--- src/rtl/mem_access_stage.sv ---
// Memory-access / writeback stage: one instruction per handshake, single-outstanding
// data-memory bus with wait-state timeout, registered one-cycle writeback pulse.
module mem_access_stage #(
    parameter int MAX_WAIT = 16
) (
    input  logic        CLK,
    input  logic        RST,
    input  logic        in_valid,
    output logic        in_ready,
    input  logic        store,
    input  logic        load,
    input  logic        we_reg,
    input  logic [2:0]  funct3,
    input  logic [31:0] ls_mem_addr,
    input  logic [31:0] wd_mem,
    input  logic [31:0] wd_reg,
    input  logic [4:0]  rd_in,
    output logic        dmem_req,
    output logic        dmem_we,
    output logic [31:0] dmem_addr,
    output logic [31:0] dmem_wdata,
    output logic [3:0]  dmem_wstrb,
    input  logic        dmem_ack,
    input  logic [31:0] dmem_rdata,
    output logic        wb_valid,
    output logic        wb_we,
    output logic [4:0]  wb_rd,
    output logic [31:0] wb_data,
    output logic        wb_err
);
    localparam int CW = $clog2(MAX_WAIT + 1);
    localparam logic [CW-1:0] W_MAX = CW'(MAX_WAIT);

    typedef enum logic {S_IDLE, S_ACCESS} state_t;

    state_t          r_state;
    logic [CW-1:0]   r_wait_cnt;
    logic            r_is_load;
    logic [2:0]      r_funct3;
    logic [1:0]      r_addr_lo;
    logic [4:0]      r_rd;

    logic            w_accept;
    logic            w_is_mem;
    logic            w_misaligned;
    logic            w_illegal;
    logic            w_fault;
    logic [CW-1:0]   w_cnt_inc;
    logic [31:0]     w_st_wdata;
    logic [3:0]      w_st_wstrb;
    logic [7:0]      w_byte;
    logic [15:0]     w_half;
    logic [31:0]     w_load_data;

    assign in_ready  = (r_state == S_IDLE) && !RST;
    assign w_accept  = in_valid && in_ready;
    assign w_is_mem  = load || store;
    assign w_cnt_inc = r_wait_cnt + CW'(1);

    // Load takes priority when both flags are set, so legality follows the load table.
    assign w_misaligned = ((funct3[1:0] == 2'b01) && ls_mem_addr[0]) ||
                          ((funct3[1:0] == 2'b10) && (ls_mem_addr[1:0] != 2'b00));
    assign w_illegal    = load ? ((funct3 == 3'b011) || (funct3[2:1] == 2'b11))
                               : (funct3[2] || (funct3[1:0] == 2'b11));
    assign w_fault      = w_misaligned || w_illegal;

    always_comb begin
        w_st_wdata = wd_mem;
        w_st_wstrb = 4'b1111;
        case (funct3[1:0])
            2'b00: begin
                w_st_wdata = {4{wd_mem[7:0]}};
                w_st_wstrb = 4'b0001 << ls_mem_addr[1:0];
            end
            2'b01: begin
                w_st_wdata = {2{wd_mem[15:0]}};
                w_st_wstrb = 4'b0011 << ls_mem_addr[1:0];
            end
            default: ;
        endcase
    end

    always_comb begin
        w_byte = 8'h00;
        case (r_addr_lo)
            2'd0: w_byte = dmem_rdata[7:0];
            2'd1: w_byte = dmem_rdata[15:8];
            2'd2: w_byte = dmem_rdata[23:16];
            2'd3: w_byte = dmem_rdata[31:24];
            default: ;
        endcase
        w_half = r_addr_lo[1] ? dmem_rdata[31:16] : dmem_rdata[15:0];
        case (r_funct3)
            3'b000:  w_load_data = {{24{w_byte[7]}}, w_byte};
            3'b001:  w_load_data = {{16{w_half[15]}}, w_half};
            3'b100:  w_load_data = {24'h000000, w_byte};
            3'b101:  w_load_data = {16'h0000, w_half};
            default: w_load_data = dmem_rdata;
        endcase
    end

    always_ff @(posedge CLK or posedge RST) begin
        if (RST) begin
            r_state    <= S_IDLE;
            r_wait_cnt <= '0;
            r_is_load  <= 1'b0;
            r_funct3   <= 3'b000;
            r_addr_lo  <= 2'b00;
            r_rd       <= 5'd0;
            dmem_req   <= 1'b0;
            dmem_we    <= 1'b0;
            dmem_addr  <= 32'h0;
            dmem_wdata <= 32'h0;
            dmem_wstrb <= 4'h0;
            wb_valid   <= 1'b0;
            wb_we      <= 1'b0;
            wb_rd      <= 5'd0;
            wb_data    <= 32'h0;
            wb_err     <= 1'b0;
        end else begin
            wb_valid <= 1'b0;
            case (r_state)
                S_IDLE: begin
                    if (w_accept) begin
                        wb_rd <= rd_in;
                        if (!w_is_mem) begin
                            wb_valid <= 1'b1;
                            wb_err   <= 1'b0;
                            wb_we    <= we_reg && (rd_in != 5'd0);
                            wb_data  <= wd_reg;
                        end else if (w_fault) begin
                            wb_valid <= 1'b1;
                            wb_err   <= 1'b1;
                            wb_we    <= 1'b0;
                            wb_data  <= 32'h0;
                        end else begin
                            r_state    <= S_ACCESS;
                            r_wait_cnt <= '0;
                            r_is_load  <= load;
                            r_funct3   <= funct3;
                            r_addr_lo  <= ls_mem_addr[1:0];
                            r_rd       <= rd_in;
                            dmem_req   <= 1'b1;
                            dmem_we    <= !load;
                            dmem_addr  <= {ls_mem_addr[31:2], 2'b00};
                            dmem_wdata <= load ? 32'h0 : w_st_wdata;
                            dmem_wstrb <= load ? 4'h0 : w_st_wstrb;
                        end
                    end
                end
                S_ACCESS: begin
                    // An ack on the final wait cycle beats the timeout.
                    if (dmem_ack) begin
                        r_state    <= S_IDLE;
                        r_wait_cnt <= '0;
                        dmem_req   <= 1'b0;
                        wb_valid   <= 1'b1;
                        wb_err     <= 1'b0;
                        wb_rd      <= r_rd;
                        wb_we      <= r_is_load && (r_rd != 5'd0);
                        wb_data    <= r_is_load ? w_load_data : 32'h0;
                    end else if (w_cnt_inc == W_MAX) begin
                        r_state    <= S_IDLE;
                        r_wait_cnt <= '0;
                        dmem_req   <= 1'b0;
                        wb_valid   <= 1'b1;
                        wb_err     <= 1'b1;
                        wb_rd      <= r_rd;
                        wb_we      <= 1'b0;
                        wb_data    <= 32'h0;
                    end else begin
                        r_wait_cnt <= w_cnt_inc;
                    end
                end
                default: r_state <= S_IDLE;
            endcase
        end
    end
endmodule

--- config.mk ---
export PLATFORM = sky130hd
export DESIGN_NAME = mem_access_stage
export DESIGN_NICKNAME = d
export VERILOG_FILES = /design/src/rtl/mem_access_stage.sv
export SDC_FILE = /design/constraint.sdc
export NUM_CORES = 1
export LEC_CHECK = 0
export CAP_MARGIN = 20
export CORE_ASPECT_RATIO = 2
export CORE_MARGIN = 5
export CORE_UTILIZATION = 39
export DETAILED_ROUTE_END_ITERATION = 10
export GPL_ROUTABILITY_DRIVEN = 1
export PLACE_DENSITY = 0.77
export SYNTH_ARGS = -nofsm -noshare
export SYNTH_HDL_FRONTEND = slang
export SYNTH_SLANG_ARGS = --single-unit
--- constraint.sdc ---
create_clock -name CLK -period 4.5 [get_ports CLK]
set_clock_uncertainty 0.1 [all_clocks]
set_input_delay 0.9 -clock CLK [delete_from_list [all_inputs] [get_ports CLK]]
set_output_delay 0.9 -clock CLK [all_outputs]
set_load 0.02 [all_outputs]
Word level (Yosys, flattened, before mapping)
Cells that the tools add are included.

Register bits after elaboration: 125. Bits of input ports: 143. Output and inout port bits: 111. Word-level logic and storage cells: 116.

Add/sub/neg operators: 1. Multiplexer cells: 54. Equal/unequal tests: 17. Reductions and logical operators: 24. Bitwise logic cells: 2. Shift-type cells: 2.

Operator list (number): 32-bit two-way mux (7); 32-bit case mux with 2 select lines (2); 32-bit case mux with 4 select lines (1); 5-bit two-way mux (8); 8-bit case mux with 4 select lines (1); 1-bit two-way mux (25); 5-bit case mux with 2 select lines (2); 16-bit two-way mux (1); 2-bit == test, second input constant (5); 1-bit case mux with 2 select lines (5); 5-bit nonzero test (2); 4-bit case mux with 2 select lines (1); 4-bit AND reduction (2); 3-bit == test, second input constant (2); 1-bit logical AND (6); 2-bit != test, second input constant (3); 3-bit AND reduction (2); 5-bit by 1-bit adder with 5-bit output, second input constant (1); 5-bit == test, second input constant (1); 1-bit logical OR (5); 2-bit by 1-bit == test with 1-bit output, second input constant (2); 2-bit zero test (2); 4-bit two-way mux (1); 1-bit by 2-bit left shift with 4-bit output, first input constant (1); other kinds (10) (12).

Logic depth before layout (Yosys ltp)
Gate-level depths: netlist (run 1).

Depth after elaboration: 8. Gate-level depth with buffers: 7.

Worst setup path after synthesis (run 1)
No wires, ideal clock.

Kind: input-to-reg. Start: input RST. End: register wb_data[10]. Cell stages on the path: 6. Arrival time: 2.117 ns. Path slack: 2.149 ns. Library setup time: 0.134 ns. Path buffers: 2. Data required time: 4.266 ns. Cell sequence: nor2_1 nand2_1 o221ai_2 buf_4 buf_4 a31oi_1.

Cells in the longest elaborated chain, start to end: 5.

RTL lines: from (decl) (RTL line 7) `input logic RST,`; 1-bit zero test (no line); 1-bit logical AND (RTL line 55) `assign in_ready = (r_state == S_IDLE) && !RST;`; 1-bit logical AND (RTL line 56) `assign w_accept = in_valid && in_ready;`; 2-bit != test (no line); 3-bit AND reduction (no line); to (signal assigned) (RTL line 130) `wb_data <= wd_reg;`; to (signal assigned) (RTL line 161) `wb_data <= r_is_load ? w_load_data : 32'h0;`; to (decl) (RTL line 28) `output logic [31:0] wb_data,`.

Every way passes these cells. A chain may end at the register's enable or synchronous reset.

Final worst setup path (run 1)
Start: input RST. End: output in_ready.

Cells in the longest elaborated chain, start to end: 2.

RTL lines: 1-bit zero test (no line); 1-bit logical AND (RTL line 55); to (decl) (RTL line 9) `output logic in_ready,`.

Every way passes these cells.

==> impl_metrics.csv, run 1 <==
group,metric,value,unit
min_path,hold_path.class,"register to register",
worst_setup_path,cp.required,3500,ps
detailed_routing,wl_met2,11500,µm
timing,fin_crit,3390,ps
grt,grt_max_degree,80,
synthesis,async_flop_share,100,%
place,place_congestion,0.855,
synthesis,synth-seq-area-share,51.5,%
detailed_routing,wl_met1,6890,µm
worst_setup_path,cp-start-kind,"input pin",
worst_setup_path,path_class,"input pin to output port",
floorplan,die_area,18300,µm²
place,dp_hpwl,15500,µm
floorplan,io_pins,254,
timing,finalSetupViolations,0,
synthesis,synth.most_common_cell,"dfrtp_1",
detailed_routing,first_iter_violations,266,
outcome,status,"finished, final reports clean",
timing,timing.setup.tns,0,ps
layout,seq_area,3130,µm²
timing,max_slew_margin,38.9,%
synthesis,synth-simple-area-share,11.7,%
synthesis,netlist_instances,590,
power,power_density,467,nW/µm²
worst_setup_path,cp_slowest_cell,"clkdlybuf4s50_1",
timing,rsz0062_at_grt,"false",
floorplan,die_h,187,µm
timing,maxSlewViolCount,0,
timing,finalHoldViolations,0,
detailed_routing,vias,5560,
cts,ctsResizeCount,0,
grt,grt_pass1_vias,5714,
layout,multi_input_area,2730,µm²
detailed_routing,top_layer,"met4",
floorplan,initial_core_util,39.7,%
cts,clock_latency,410,ps
cts,cts_root_buf,"clkbuf_16",
layout,diodes,0,
layout,drive_above_1_share,10.6,%
grt,grt_use_total,22.4,%
layout,n_fill_cell,1317,
cts,cts_tree,"yes",
synthesis,syn-cell-area,6080,µm²
synthesis,syn_avg_cell_area,10.3,µm²
synthesis,synth_xor_xnor_area_share,0.288,%
worst_setup_path,critPathArrivalTime,2390,ps
cts,post_cts_buffers,0,
cts,htreeDepth,4,
detailed_routing,postRouteAntennaNets,0,
synthesis,synth_edf_count,0,
floorplan,rows,64,
grt,antenna_found_initial,0,
synthesis,synthAdderAreaFrac,0.206,%
synthesis,synth_top_area_share,51.5,%
detailed_routing,met3_wirelength,1380,µm
worst_setup_path,crit_path_end_kind,"output port",
worst_setup_path,crit_chain,"clkdlybuf4s50_1, nor2_1, clkdlybuf4s50_1",
synthesis,yosysWarnings,0,
layout,post-route-util,60.7,%
detailed_routing,dr.pass1.iters,5,
synthesis,synth_cell_types,42,
layout,final_net_count,968,
job,cap_violations,0,
timing,post-route-period-util,75.3,%
detailed_routing,drt_wl_total,20800,µm
worst_setup_path,worst_path_most_repeated_cell,"clkdlybuf4s50_1",
detailed_routing,viasPerCell,5.38,
floorplan,fp.coreArea,15300,µm²
place,port_buffers,251,
synthesis,ys_ff_latch,125,
grt,overflow,0,
synthesis,ys.flop_type,"dfrtp_1",
detailed_routing,drc,0,
detailed_routing,route.detailed.wl_per_inst,20.1,µm
grt,grt_pass1_wl,31800,µm
power,p_leak,3.75,nW
worst_setup_path,critical_path.max_fanout,3,
cts,ctsHoldBuffers,0,
cts,clock_path_buffers,2,
synthesis,synth_top_family_by_area,"compound AO/OA/AOI/OAI gates",
cts,clkSlewWorstSetupHoldPaths,50,ps
synthesis,synth_area_leaders,"dfrtp_1, mux2_2, mux2i_1",
cts,numCtsBuffers,17,
worst_setup_path,max_stage_delay,700,ps
synthesis,synth_top_area_cell,"dfrtp_1",
synthesis,synth_mux_area_share,14.2,%
cts,numClockSinks,125,
synthesis,synth-compound-area-share,17.8,%
synthesis,synthTopCellsByCount,"dfrtp_1, nand2_1, nor2_1, mux2_2, a31oi_1",
timing,clock.fmax,0.295,GHz
floorplan,die_x,98.3,µm
power,ir_drop,0.258,mV
layout,syn_to_final_growth,52.9,%
timing,worst_slew_pin_slew,916,ps
[where the power goes]
part | internal, mW | leakage [nW] | total (mW) | switching [mW]
clock network | 0.855 | 0.273 | 1.34 | 0.486
registers | 1.38 | 1.54 | 1.57 | 0.184
logic | 0.720 | 1.94 | 1.43 | 0.713
total | 2.96 | 3.75 | 4.34 | 1.38
[sequential cells by signal, summed over array words and instances (netlist names)]
signal,cells
dmem_addr,30
dmem_req,1
dmem_wdata,32
dmem_we,1
dmem_wstrb,4
r_addr_lo,2
r_funct3,3
r_is_load,1
r_rd,5
r_state,1
r_wait_cnt,5
wb_data,32
wb_err,1
wb_rd,5
wb_valid,1
wb_we,1
[critical path, delay by kind of cell]
family	cells	cell delay (ps)
buf+inv	2	1170
simple gates	1	320
[layout by cell type (no fill, tap or decap), drive strengths merged, types with 5 or more instances in the layout]
cell type,netlist,routed
a21oi,27,27
a221oi,7,7
a22oi,18,18
a31oi,39,39
buf,25,9
clkbuf,21,25
clkdlybuf4s50,0,251
dfrtp,125,125
inv,6,6
mux2,44,44
mux2i,37,37
nand2,66,66
nand2b,13,13
nand3,5,5
nor2,63,63
nor3,12,12
o21ai,22,22
o221ai,8,8
o31ai,28,28
[layout make-up]
| cell class | instances | share of cell area (%) |
|---|---|---|
| multi-input combinational | 414 | 29.3 |
| tap | 198 | 2.67 |
| clock buffer | 25 | 5.23 |
| inverter | 6 | 0.269 |
| timing repair buffer | 260 | 27.9 |
| clock inverter | 6 | 0.916 |
| sequential | 125 | 33.7 |
[through the flow]
stage          hold slack (ps)  power (mW)  setup slack [ps]  instances  instance area, µm²
4_1_cts                    377        4.38              1080       1034                9290
3_5_place_dp               365        3.03               786       1003                8720
6_report                   377        4.34              1110       1034                9290
2_1_floorplan              393        2.27               172        591                6080
3_3_place_gp               360        3.00               801       1003                8720
5_1_grt                    396        4.53              1040       1034                9290
[routing by layer]
metal | track usage (%) | vias to the layer above
met5 | 0 | -
met4 | 11.7 | 0
met3 | 5.64 | 49
met2 | 42.0 | 247
met1 | 22.2 | 2656
li1 | - | 2608
[cells by family (layout without fill, tap and decap cells)]
logic type                 count (synthesis)  after routing
DFF                                      125            125
muxes                                     81             81
xor gates and xnor gates                   2              2
and+or+nand+nor                          167            167
buffers and inverters                     52            297
other                                      1              2
AOI/OAI and AO/OA                        161            161
adders and majority gates                  1              1
[final timing paths]
kind                                 from              to  slack, ps  cells past startpoint
setup reg to reg                  r_state   dmem_addr[20]       1790                      4
min in group asynchronous             RST         r_state        850                      2
max in group asynchronous             RST      wb_data[7]       2600                      3
setup / recovery                      RST        in_ready       1110                      3
hold reg to reg            dmem_wdata[28]  dmem_wdata[28]        380                      2
hold / removal             dmem_wdata[28]  dmem_wdata[28]        380                      2
Power figures use the tool's default switching activity.
==> inputs of run 2 (changes only) <==
Settings changed: CORE_UTILIZATION 39 to 43, PLACE_DENSITY 0.77 to 0.81.
Clock period 4.5 ns to 3.4 ns, I/O delays scaled along.
==> impl_metrics.csv, run 2 (synthesis results as in run 1) <==
group,metric,value,unit
outcome,status,"finished, final reports clean",
cts,numCtsBuffers,17,
power,power_density,620,nW/µm²
timing,post-route-period-util,87.4,%
layout,seq_area,3130,µm²
place,dp_hpwl,16000,µm
worst_setup_path,r2r_end,"wb_data[1]",
cts,numClockSinks,125,
grt,grt_use_total,24.8,%
layout,top_regs,"dmem_wdata (32), wb_data (32), dmem_addr (30)",
power,p_leak,3.80,nW
worst_setup_path,cp.required,2620,ps
worst_setup_path,critPathArrivalTime,2190,ps
cts,cts_tree,"yes",
detailed_routing,dr.pass1.iters,5,
timing,fin_crit,2970,ps
cts,ctsHoldBuffers,0,
worst_setup_path,r2r_slack,1080,ps
place,port_buffers,251,
worst_setup_path,r2r-start,"r_funct3[0]",
timing,max_slew_margin,44.3,%
detailed_routing,first_iter_violations,356,
cts,post_cts_buffers,0,
timing,rsz0062_at_grt,"false",
timing,maxSlewViolCount,0,
floorplan,die_area,16800,µm²
cts,clkSlewWorstSetupHoldPaths,60,ps
grt,antenna_found_initial,0,
floorplan,die_x,94.1,µm
layout,post-route-util,67.4,%
grt,grt_pass1_wl,32100,µm
worst_setup_path,crit_path_end_kind,"output port",
layout,multi_input_area,2730,µm²
worst_setup_path,cp-start-kind,"input pin",
floorplan,fp.coreArea,13900,µm²
detailed_routing,postRouteAntennaNets,0,
grt,grt_max_degree,124,
timing,finalSetupViolations,0,
job,cap_violations,0,
min_path,hold_path.class,"register to register",
cts,clock_latency,400,ps
detailed_routing,viasPerCell,5.57,
timing,timing.setup.tns,0,ps
layout,n_fill_cell,1110,
detailed_routing,drc,0,
worst_setup_path,path_class,"input pin to output port",
cts,cts_root_buf,"clkbuf_16",
grt,grt_pass1_vias,6078,
cts,clock_path_buffers,2,
power,ir_drop,0.407,mV
grt,overflow,0,
layout,drive_above_1_share,12.0,%
timing,finalHoldViolations,0,
layout,syn_to_final_growth,54.1,%
timing,worst_slew_pin_slew,832,ps
layout,final_common_cell,"clkdlybuf4s50_1",
cts,htreeDepth,4,
layout,diodes,0,
floorplan,die_h,178,µm
worst_setup_path,reg2regPathDepth,5,
layout,most-common-layout-cells,"clkdlybuf4s50_1, dfrtp_1, nand2_1, nor2_1, mux2_2",
place,place_congestion,0.911,
detailed_routing,vias,5745,
detailed_routing,route.detailed.wl_per_inst,20.3,µm
timing,whs,378,ps
worst_setup_path,worstSetupStartpoint,"RST",
floorplan,rows,61,
cts,ctsResizeCount,0,
floorplan,initial_core_util,43.7,%
worst_setup_path,critical_path.max_fanout,3,
layout,final_net_count,974,
worst_setup_path,cp-endpoint,"in_ready",
timing,clock.fmax,0.336,GHz
floorplan,io_pins,254,
detailed_routing,drt_wl_total,20900,µm
-- run 2: cell count changes in the layout (fill, tap and decap cells not counted), moves of 3 or more --
cell      before  now
inv_8          0    3
clkbuf_1       5    0
buf_4          8   12
inv_6          0    7
-- run 2: final cells by class --
cell class	count	area share, %
clock buffers	18	4.69
clock inverters	14	1.58
inverters	6	0.281
multi-input cells	414	29.1
flip-flops and latches	125	33.4
well taps	189	2.53
repair buffers	266	28.4
-- run 2: power by group --
part | internal (mW) | leakage, nW | switching [mW]
clock | 1.06 | 0.281 | 0.733
combinational | 0.965 | 1.98 | 0.997
sequential | 1.83 | 1.54 | 0.229
total | 3.85 | 3.80 | 1.96
-- run 2: worst max-delay path: stages --
cell and delay [ps]:
clkdlybuf4s50_1 500, nor2_1 330, clkdlybuf4s50_1 680
-- run 2: metal layers --
layer,routed length (µm),track usage (%),share of wire (%)
met1,6740,24.3,32
met2,11700,47.0,56
met3,1530,6.63,7.3
met4,937,11.6,4.5
met5,0,0,0
-- run 2: stage by stage --
step,setup WS (ps),std cells,power (mW),instance area [µm²]
after detailed placement,444,1000,4.05,8780
after CTS,438,1032,5.85,9370
after global routing,411,1032,6.08,9370
after global placement,439,1000,3.98,8780
final,428,1032,5.81,9370
after floorplan,1080,591,3.01,6080
-- run 2: how the worst min path moves through the flow --
stage                     slack, ps            from              to  depth (start not counted)
after floorplan                 390         r_rd[0]         r_rd[0]                          1
after global placement          370  dmem_wdata[13]  dmem_wdata[13]                          2
after detailed placement        370  dmem_wdata[19]  dmem_wdata[19]                          2
after CTS                       380  dmem_wdata[19]  dmem_wdata[19]                          2
after global routing            400  dmem_wdata[19]  dmem_wdata[19]                          2
final                           380  dmem_wdata[19]  dmem_wdata[19]                          2
==> inputs of run 3 (changes only) <==
Settings changed: CORE_UTILIZATION 43 to 44, CTS_BUF_LIST set to sky130_fd_sc_hd__clkbuf_8, PLACE_DENSITY 0.81 to 0.82.
==> impl_metrics.csv, run 3 (synthesis results as in run 1) <==
group,metric,value,unit
worst_setup_path,reg2regPathDepth,4,
power,power_density,588,nW/µm²
detailed_routing,postRouteAntennaNets,0,
grt,grt_pass1_wl,31600,µm
place,dp.cells,963,
worst_setup_path,cp_slowest_cell,"clkdlybuf4s50_1",
layout,most-common-layout-cells,"clkdlybuf4s50_1, dfrtp_1, nand2_1, nor2_1, mux2_2",
worst_setup_path,crit_chain,"clkdlybuf4s50_1, nor2_1, clkdlybuf4s50_1",
worst_setup_path,path_buf_inv,2,
detailed_routing,vias,5742,
detailed_routing,drt_wl_total,20300,µm
layout,multi_input_area,2730,µm²
cts,ctsResizeCount,0,
floorplan,io_pins,254,
layout,syn_to_final_growth,50.4,%
min_path,holdPathStages,2,
place,port_buffers,251,
floorplan,initial_core_util,45.0,%
cts,post_cts_buffers,0,
cts,cts_tree,"yes",
layout,final_area,9140,µm²
job,cap_violations,0,
worst_setup_path,r2r_slack,1180,ps
floorplan,rows,60,
worst_setup_path,r2r-start,"r_addr_lo[1]",
grt,antenna_found_initial,1,
layout,top_regs,"dmem_wdata (32), wb_data (32), dmem_addr (30)",
cts,ctsHoldBuffers,0,
layout,final_common_cell,"clkdlybuf4s50_1",
cts,numCtsBuffers,17,
worst_setup_path,max_stage_delay,680,ps
timing,rsz0062_at_grt,"false",
timing,fin_crit,2940,ps
place,placed_cell_area,8710,µm²
cts,clock_path_buffers,2,
timing,clock.fmax,0.340,GHz
detailed_routing,viasPerCell,5.77,
timing,max_slew_margin,47.3,%
grt,grt_pass1_vias,5953,
layout,n_fill_cell,1061,
floorplan,fp.coreArea,13500,µm²
worst_setup_path,path_delay_family,"buffers and inverters",
place,place_congestion,1.01,
detailed_routing,first_iter_violations,306,
cts,clock_latency,420,ps
worst_setup_path,cp.required,2620,ps
detailed_routing,route.detailed.wl_per_inst,20.4,µm
worst_setup_path,worst_path_most_repeated_cell,"clkdlybuf4s50_1",
worst_setup_path,path_class,"input pin to output port",
detailed_routing,drc,0,
power,ir_drop,0.404,mV
layout,final_cells,995,
grt,overflow,0,
timing,post-route-period-util,86.5,%
floorplan,die_area,16400,µm²
worst_setup_path,critPathArrivalTime,2160,ps
worst_setup_path,cp-start-kind,"input pin",
cts,htreeDepth,4,
layout,seq_area,3130,µm²
floorplan,die_x,93.1,µm
floorplan,die_h,176,µm
min_path,hold_path.class,"register to register",
timing,maxSlewViolCount,0,
detailed_routing,dr.pass1.iters,5,
cts,clkSlewWorstSetupHoldPaths,70,ps
worst_setup_path,crit_path_end_kind,"output port",
layout,final_net_count,971,
min_path,hp-start,"dmem_wdata[30]",
outcome,status,"finished, final reports clean",
worst_setup_path,r2r_end,"wb_data[20]",
worst_setup_path,critical_path.max_fanout,3,
cts,numClockSinks,125,
timing,worst_slew_pin_slew,787,ps
layout,post-route-util,67.6,%
layout,drive_above_1_share,11.6,%
place,dp_hpwl,15400,µm
power,p_leak,3.72,nW
cts,cts_root_buf,"clkbuf_8",
grt,grt_max_degree,126,
timing,timing.setup.tns,0,ps
timing,finalSetupViolations,0,
timing,finalHoldViolations,0,
min_path,whs_endpoint,"dmem_wdata[30]",
grt,grt_use_total,25.0,%
run 3: changes by cell type in the layout (fill, tap and decap cells not counted), moves of 3 or more:
cell	change
clkbuf_8	+18
clkbuf_16	-17
inv_6	-4
buf_4	-3
clkinv_4	+3
inv_8	-3
run 3: worst max-delay path by stage:
stage | from | to | slack (ps) | cells after the start
floorplan | RST | dmem_addr[10] | 1080 | 1
global placement | RST | in_ready | 460 | 3
detailed placement | RST | in_ready | 470 | 3
CTS | RST | in_ready | 460 | 3
global route | RST | in_ready | 400 | 3
finish | RST | in_ready | 460 | 3
run 3: layout make-up:
cell class | count | area share, %
diodes | 1 | 0.0274
clock buffers | 19 | 2.86
clock inverters | 12 | 1.75
inverters | 6 | 0.288
multi-input cells | 414 | 29.8
flip-flops and latches | 125 | 34.2
well taps | 155 | 2.12
repair buffers | 263 | 28.9
run 3: power breakdown:
| group | switching [mW] | leakage [nW] | internal [mW] |
|---|---|---|---|
| clock network | 0.611 | 0.213 | 0.768 |
| registers | 0.232 | 1.54 | 1.83 |
| logic | 0.976 | 1.96 | 0.962 |
| total | 1.82 | 3.72 | 3.56 |
run 3: stage by stage:
stage | power (mW) | worst slack, ps | hold WS (ps)
3_5_place_dp | 4.03 | 469 | 365
2_1_floorplan | 3.01 | 1080 | 393
5_1_grt | 5.66 | 402 | 409
4_1_cts | 5.43 | 462 | 381
3_3_place_gp | 3.97 | 462 | 363
6_report | 5.38 | 459 | 380
run 3: metal layers:
layer	vias to the layer above	GRT usage, %	part of all wire, %
met5	-	0	0
met4	0	14.6	5.7
met3	65	7.42	7.7
met2	281	45.6	54
met1	2776	24.2	32
li1	2620	-	-
run 3: worst register-to-register path: stages (launching register included):
cell and delay [ps]:
dfrtp_1 680, mux2i_1 190, nand2b_1 180, a2111o_1 710, a31oi_1 290
